==> src/rtl/fir_cmplx_decim.sv <==
// fir_cmplx_decim: complex FIR with decimation, one tap per cycle, FIFO-style handshakes on both sides
module fir_cmplx_decim #(
  parameter int TAPS = 20,
  parameter int DATA_WIDTH = 32,
  parameter int DECIM = 1,
  parameter int FRAC_BITS = 10,
  parameter logic [0:TAPS-1][DATA_WIDTH-1:0] h_real = '0,
  parameter logic [0:TAPS-1][DATA_WIDTH-1:0] h_imag = '0
) (
  input  logic                  clk,
  input  logic                  rst,
  input  logic [DATA_WIDTH-1:0] x_real_in,
  input  logic [DATA_WIDTH-1:0] x_imag_in,
  input  logic                  x_real_empty,
  input  logic                  x_imag_empty,
  output logic                  x_real_rd_en,
  output logic                  x_imag_rd_en,
  output logic [DATA_WIDTH-1:0] y_real_out,
  output logic [DATA_WIDTH-1:0] y_imag_out,
  input  logic                  y_real_full,
  input  logic                  y_imag_full,
  output logic                  y_real_wr_en,
  output logic                  y_imag_wr_en
);
  localparam int AW = 2 * DATA_WIDTH;
  localparam int KW = TAPS > 1 ? $clog2(TAPS) : 1;
  localparam int CW = $clog2(DECIM + 1);
  typedef enum logic [1:0] {S_READ, S_MAC, S_WRITE} state_t;
  state_t r_state, w_next;
  logic [DATA_WIDTH-1:0] r_xr [TAPS];
  logic [DATA_WIDTH-1:0] r_xi [TAPS];
  logic [CW-1:0] r_cnt, w_cnt_inc;
  logic [KW-1:0] r_k;
  logic signed [AW-1:0] r_acc_r, r_acc_i, w_hr, w_hi, w_xr, w_xi, w_sum_r, w_sum_i;
  logic w_rd, w_wr, w_last_pop, w_last_tap;
  // strobes are gated by rst so nothing pops or pushes while reset is held
  assign w_rd = rst && r_state == S_READ && !x_real_empty && !x_imag_empty;
  assign w_wr = rst && r_state == S_WRITE && !y_real_full && !y_imag_full;
  assign w_cnt_inc = r_cnt + 1'b1;
  assign w_last_pop = w_cnt_inc == CW'(DECIM);
  assign w_last_tap = r_k == KW'(TAPS - 1);
  assign w_hr = AW'(signed'(h_real[r_k]));
  assign w_hi = AW'(signed'(h_imag[r_k]));
  assign w_xr = AW'(signed'(r_xr[r_k]));
  assign w_xi = AW'(signed'(r_xi[r_k]));
  assign w_sum_r = r_acc_r + w_hr * w_xr - w_hi * w_xi;
  assign w_sum_i = r_acc_i + w_hr * w_xi + w_hi * w_xr;
  always_ff @(posedge clk) begin
    if (!rst) r_state <= S_READ;
    else r_state <= w_next;
  end
  always_comb begin
    w_next = r_state == S_READ ? (w_rd && w_last_pop ? S_MAC : S_READ) :
             r_state == S_MAC  ? (w_last_tap ? S_WRITE : S_MAC) :
             w_wr ? S_READ : S_WRITE;
  end
  always_comb begin
    x_real_rd_en = w_rd;
    x_imag_rd_en = w_rd;
    y_real_wr_en = w_wr;
    y_imag_wr_en = w_wr;
  end
  always_ff @(posedge clk) begin
    if (!rst) begin
      for (int i = 0; i < TAPS; i++) begin
        r_xr[i] <= '0;
        r_xi[i] <= '0;
      end
      r_cnt <= '0;
      r_k <= '0;
      r_acc_r <= '0;
      r_acc_i <= '0;
      y_real_out <= '0;
      y_imag_out <= '0;
    end else begin
      if (w_rd) begin
        r_xr[0] <= x_real_in;
        r_xi[0] <= x_imag_in;
        for (int i = 1; i < TAPS; i++) begin
          r_xr[i] <= r_xr[i-1];
          r_xi[i] <= r_xi[i-1];
        end
        r_cnt <= w_last_pop ? '0 : w_cnt_inc;
      end
      // the last tap folds straight into the output; accumulators restart at zero
      if (r_state == S_MAC) begin
        r_k <= w_last_tap ? '0 : r_k + 1'b1;
        r_acc_r <= w_last_tap ? '0 : w_sum_r;
        r_acc_i <= w_last_tap ? '0 : w_sum_i;
        if (w_last_tap) begin
          y_real_out <= DATA_WIDTH'(w_sum_r >>> FRAC_BITS);
          y_imag_out <= DATA_WIDTH'(w_sum_i >>> FRAC_BITS);
        end
      end
    end
  end
endmodule

==> config.mk <==
export PLATFORM = sky130hd
export DESIGN_NAME = fir_cmplx_decim
export DESIGN_NICKNAME = d
export VERILOG_FILES = /design/src/rtl/fir_cmplx_decim.sv
export SDC_FILE = /design/constraint.sdc
export NUM_CORES = 1
export LEC_CHECK = 0
export ABC_AREA = 1
export BUFFER_PORTS_ARGS = -buffer_cell sky130_fd_sc_hd__buf_4
export CAP_MARGIN = 10
export CELL_PAD_IN_SITES_DETAIL_PLACEMENT = 1
export CELL_PAD_IN_SITES_GLOBAL_PLACEMENT = 2
export CORE_ASPECT_RATIO = 0.5
export CORE_MARGIN = 1.5
export CORE_UTILIZATION = 25
export DETAILED_ROUTE_END_ITERATION = 8
export PLACE_DENSITY_LB_ADDON = 0.1
export RECOVER_POWER = 50
export SLEW_MARGIN = 30
export SYNTH_ARGS = -nofsm -noshare
export SYNTH_HDL_FRONTEND = slang
export SYNTH_SLANG_ARGS = --single-unit
==> constraint.sdc <==
create_clock -name clk -period 1.7 [get_ports clk]
set_input_delay 0.085 -clock clk [delete_from_list [all_inputs] [get_ports clk]]
set_output_delay 0.085 -clock clk [all_outputs]
set_load 0.005 [all_outputs]
After elaboration in Yosys (flattened, before gate mapping)
Memories as Yosys holds them, arrays and structs flattened. A register that Yosys moved wholly into a read port is not among the register bits.
Index checks and enable logic that the tools add are counted.
{ "totals": {"output_inout_bits": 68, "memories": 3, "input_bits": 70, "ff_bits": 199, "mem_bits_ro": 1024, "ramBits": 1280} }
{ "op_classes": {"n_eq_ne": 3, "mul": 2, "n_bitwise": 41, "add_sub_neg": 5, "muxes": 58, "n_reduce_logical": 12, "n_lt_le_gt_ge": 1} }
{ "memory_table": {"columns": ["memory", "depth", "word_bits", "rd", "rd_clocked_by_memory_dff", "wr", "line_no", "rtl"], "rows": [
  ["(name not given)", 32, 32, 1, 0, 0, "43", "assign w_hi = AW'(signed'(h_imag[r_k]));"],
  ["r_xi", 20, 32, 20, 1, 20, "31", "logic [DATA_WIDTH-1:0] r_xi [TAPS];"],
  ["r_xr", 20, 32, 20, 1, 20, "30", "logic [DATA_WIDTH-1:0] r_xr [TAPS];"]
]} }
{ "ops": {"columns": ["cell", "count"], "rows": [
  ["$mux 32", 42],
  ["$add 64x64->64", 3],
  ["$mul 32x32->64", 2],
  ["$mux 64", 2],
  ["$sub 64x64->64", 1],
  ["$or 1x1->1", 40],
  ["$mux 5", 5],
  ["$mux 2", 4],
  ["$ge 6x6->1 const B", 1],
  ["$logic_and 1x1->1", 6],
  ["$not 5->6", 1],
  ["$add 5x1->5 const B", 1],
  ["$eq 5x5->1 const B", 1],
  ["$mux 1", 5],
  ["$logic_not 1->1", 4],
  ["$eq 2x1->1 const B", 1],
  ["$eq 2x2->1 const B", 1],
  ["$logic_not 2->1", 1],
  ["$reduce_and 2->1", 1]
]} }

Depth between registers and ports, before layout
{ "depth": {"ltp_word": 8, "depth_mapped": 15, "mapped_depth_nobuf": 15} }

Worst setup path after synthesis
No wires, ideal clock.
{ "synth_timing": {"kind": "flip-flop to flip-flop", "from": "register r_acc_r[8]", "to": "register r_acc_r[25]", "path_slack_ns": -0.021, "period_less_slack_ns": 1.721, "t_arrival_ns": 1.598, "stages_incl_launch_ff": 12, "t_required_ns": 1.577, "n_path_buf": 0, "path_cell_list": "dfxtp_1 -> inv_1 -> ha_1 -> nand2_1 -> inv_1 -> a21oi_1 -> nand2_1 -> nand2_1 -> nand3_2 -> or2_1 -> nand3_1 -> o21ai_1"} }
{ "synth_between": {"elab_chain_len": 3} }
{ "synth_rtl": {"columns": ["element", "line_no", "rtl"], "rows": [
  ["start: declaration", "34", "logic signed [AW-1:0] r_acc_r, r_acc_i, w_hr, w_hi, w_xr, w_xi, w_sum_r, w_sum_i;"],
  ["start signal: assignment", "88", "r_acc_r <= w_last_tap ? '0 : w_sum_r;"],
  ["$add 64x64->64", "46", "assign w_sum_r = r_acc_r + w_hr * w_xr - w_hi * w_xi;"],
  ["$sub 64x64->64", "46", null],
  ["$mux 64", "88", null]
]} }
No other way between the ends.
A chain may end at the register's enable or synchronous reset.

Worst setup path after layout
{ "layout_timing": {"from": "register r_acc_r[16]", "to": "register y_real_out[20]"} }
{ "layout_between": {"elab_chain_len": 2} }
{ "layout_rtl": {"columns": ["element", "line_no", "rtl"], "rows": [
  ["$add 64x64->64", "46", null],
  ["$sub 64x64->64", "46", null],
  ["end signal: assignment", "91", "y_real_out <= DATA_WIDTH'(w_sum_r >>> FRAC_BITS);"],
  ["end: declaration", "18", "output logic [DATA_WIDTH-1:0] y_real_out,"]
]} }
No other way between the ends.

==> flow_metrics.tcl <==
set metrics [dict create \
    drv_slew 0 \
    crit_cells 14 \
    finalPower_w 0.00669 \
    overflow 0 \
    crit_path_start_kind "flop" \
    use_met3_pct 3.74 \
    period_share_pct 116 \
    ys.flop_type "dfxtp_1" \
    fin_skew_ns 0.00745 \
    reg2reg_depth 14 \
    clk-insertion-delay-late_ns 0.37 \
    drtIter0Drc 141 \
    yosys_warnings 0 \
    place_area_um2 7370 \
    met2_usage_pct 30.7 \
    worstPathMaxFanout 4 \
    numCtsBuffers 9 \
    final_cells 1477 \
    die_w_um 221 \
    regToRegEndpoint "y_real_out[20]$_SDFFE_PN0P_" \
    critPathLaunch "r_acc_r[16]$_SDFFE_PN0N_" \
    setup_ws_ns -0.266 \
    wl_per_cell_um 14.8 \
    numPortBuffers 41 \
    synth.area.mux_share_pct 0 \
    slowest_delay_ns 0.35 \
    grt_max_degree 24 \
    first_pass_iters 4 \
    fmax_ghz 0.509 \
    final_area_um2 10000 \
    arrival_ns 2.23 \
    grt_pass1_wl_mm 35.4 \
    cts_root_buffer "clkbuf_16" \
    synth_compound_area_share_pct 8.09 \
    rsz0062_at_grt "true" \
    cpMaxStageDelayCell "dfxtp_2" \
    critPathKind "flop to flop" \
    setup_viol 59 \
    cp-endpoint "y_real_out[20]$_SDFFE_PN0P_" \
    ys_seq_area_share_pct 26.6 \
    whs_ns 0.0685 \
    rows 39 \
    crit_buf_inv 3 \
    grt_antenna_before_repair 0 \
    grt_pass1_vias 6730 \
    synth-xor-area-share_pct 2.06 \
    ff2ff_setup_slack_ns -0.27 \
    syn2layout_area_growth_pct 68.6 \
    path_delay_family "simple AND/OR/NAND/NOR gates" \
    cts_max_level 3 \
    die_y_um 112 \
    finalWirelength_mm 21.9 \
    required_ns 1.96 \
    nNetsFinal 1277 \
    ant_nets 0 \
    antennaDiodeCount 0 \
    synth-simple-area-share_pct 37.7 \
    numPlacedInstances 1433 \
    hold_path.class "input pin to flop" \
    netlist_area_um2 5950 \
    vdd_drop_max_uv 458 \
    start_util_pct 25.8 \
    cts.sinks 79 \
    ctsLongestPathBuffers 2 \
    path_common_cell "nand2_4" \
    period_needed_ns 1.97 \
    r2r_start "r_acc_r[16]$_SDFFE_PN0N_" \
    io_pins 138 \
    status "finished, violations left" \
    synth_cells 983 \
    p_leak_nw 4.80 \
    layout-drive-gt1-share_pct 53.1 \
    synth_top_family_by_area "simple AND/OR/NAND/NOR gates" \
    violations "setup timing" \
    drc 0 \
    ys_types 36 \
    endpoint_kind "flop" \
    crit_chain "inv_2 > ha_4 > buf_6 > nand2_4 > inv_4 > nand2_4 > nor2_4 > nand4_1 > nand3_4 > nand2_4 > nand2_4 > nand2_4 > nand3_2 > nand2_1" \
    syn_area_per_cell_um2 6.06 \
    viasPerCell 4.39 \
    maxCapViolCount 0 \
    cts_tree "built" \
    synth_seq_cells 79 \
    clk_pin_slew_ns 0.06 \
    fill_cells 2799 \
    use_met1_pct 24.3 \
    die-area_um2 24800 \
    vias 6491 \
    p_per_area_nw_per_um2 666 \
    finalHoldViolCount 0 \
    async_flop_share_pct 0 \
    core_area_um2 23100 \
    dp_hpwl_mm 16.5 \
    synth_fa_ha_area_share_pct 8.83 \
    top_usage_layer "met2" \
    synth_edf_count 0 \
    gp_congestion 0.837 \
    grtUsageTotal_pct 18.2 \
]
==> layer usage <==
layer	routed length, um	share of wire, %	up-vias
li1	-	-	3334
met1	10800	49	3080
met2	10300	47	67
met3	512	2.3	10
met4	254	1.2	0
met5	0	0	-
==> placed cells by master (no fill, tap or decap), drive strengths merged, types with 3 or more instances in the layout <==
cell / synthesis / final
or2: 5 / 5
a21boi: 4 / 4
a21oi: 32 / 32
nand2: 351 / 351
nor3: 11 / 11
bufinv: 0 / 4
buf: 44 / 161
inv: 179 / 180
nor2: 78 / 78
dfxtp: 79 / 79
nand3b: 6 / 6
o21bai: 3 / 3
clkbuf: 2 / 34
xnor2: 5 / 5
o21ai: 34 / 34
nand3: 76 / 76
o22ai: 12 / 12
conb: 1 / 32
ha: 42 / 42
xor2: 9 / 9
==> per-stage QoR <==
stage	utilization, %	setup TNS, ns	worst slack (ns)
2_1_floorplan	-	0	0.000687
3_3_place_gp	32.0	-23.86	-0.661
4_1_cts	40.2	-7.89	-0.194
5_1_grt	43.5	-14.84	-0.327
3_5_place_dp	32.0	-23.96	-0.611
6_report	43.5	-8.21	-0.266
==> worst register-to-register path: stages, from the launching register on <==
cell     delay (ns)
dfxtp_2        0.35
inv_2          0.05
ha_4           0.29
buf_6          0.10
nand2_4        0.05
inv_4          0.07
nand2_4        0.07
nor2_4         0.11
nand4_1        0.21
nand3_4        0.22
nand2_4        0.11
nand2_4        0.08
nand2_4        0.05
nand3_2        0.06
nand2_1        0.05
==> state kept, by name, indices dropped and copies added, names as in the netlist <==
name and cells:
r_acc_r 40, r_k 5, r_state 2, y_real_out 32
==> worst min-delay path by stage <==
| stage | from | endpoint | slack (ns) | depth (start not counted) |
|---|---|---|---|---|
| 6_report | rst | r_acc_r[20]$_SDFFE_PN0N_ | 0.07 | 3 |
| 3_3_place_gp | x_imag_empty | x_imag_rd_en | 0.43 | 3 |
| 3_5_place_dp | x_imag_empty | x_imag_rd_en | 0.44 | 3 |
| 5_1_grt | rst | r_acc_r[20]$_SDFFE_PN0N_ | 0.07 | 3 |
| 2_1_floorplan | x_imag_empty | x_imag_rd_en | 0.22 | 1 |
| 4_1_cts | rst | r_acc_r[20]$_SDFFE_PN0N_ | 0.04 | 3 |
==> Yosys cell counts, types with 2 or more instances <==
cell,n,share of area (%)
a21boi_0,4,0.50
a21oi_1,32,2.7
a22o_1,2,0.29
buf_2,7,0.59
buf_4,37,4.7
clkbuf_1,2,0.13
dfxtp_1,79,27
ha_1,42,8.8
inv_1,175,11
inv_2,4,0.25
nand2_1,346,22
nand2_2,4,0.42
nand3_1,73,6.1
nand3_2,3,0.50
nand3b_1,6,0.76
nand4_1,2,0.21
nor2_1,71,4.5
nor2_2,4,0.42
nor2_4,3,0.57
nor3_1,11,0.92
o21ai_0,24,2.0
o21ai_1,10,0.84
o21bai_1,3,0.38
o22ai_1,12,1.3
or2_1,4,0.42
xnor2_1,5,0.74
xor2_1,9,1.3
==> cell families (layout without fill, tap and decap cells) <==
logic type      after synthesis  after routing
xor+xnor                     14             14
other cells                   1             32
compound gates               88             88
fa+ha+maj                    42             42
buf+inv                     225            381
simple gates                534            534
flops                        79             79
==> power by group <==
| group | switching (W) | total (W) | internal [W] |
|---|---|---|---|
| sequential | 0.0000436 | 0.00194 | 0.00189 |
| clock | 0.000916 | 0.00251 | 0.00159 |
| combinational | 0.00146 | 0.00225 | 0.000786 |
==> repair_timing <==
action	in CTS	in global routing
gates resized for setup	368	181
buffers inserted	15	20
setup endpoints to repair	66	66
endpoints found under the hold margin	0	0
hold buffers	0	0
pin swaps	99	110
==> final cells by class <==
| type | instances | area, um2 | share of cell area (%) |
|---|---|---|---|
| multi-input cells | 710 | 5440 | 54.1 |
| flip-flops and latches | 79 | 1640 | 16.3 |
| repair buffers | 186 | 1520 | 15.1 |
| inverters | 179 | 694 | 6.92 |
| well taps | 307 | 384 | 3.83 |
| clock buffers | 9 | 225 | 2.24 |
| clock inverters | 7 | 144 | 1.43 |
Note: power is estimated with default switching activity, not from simulation.
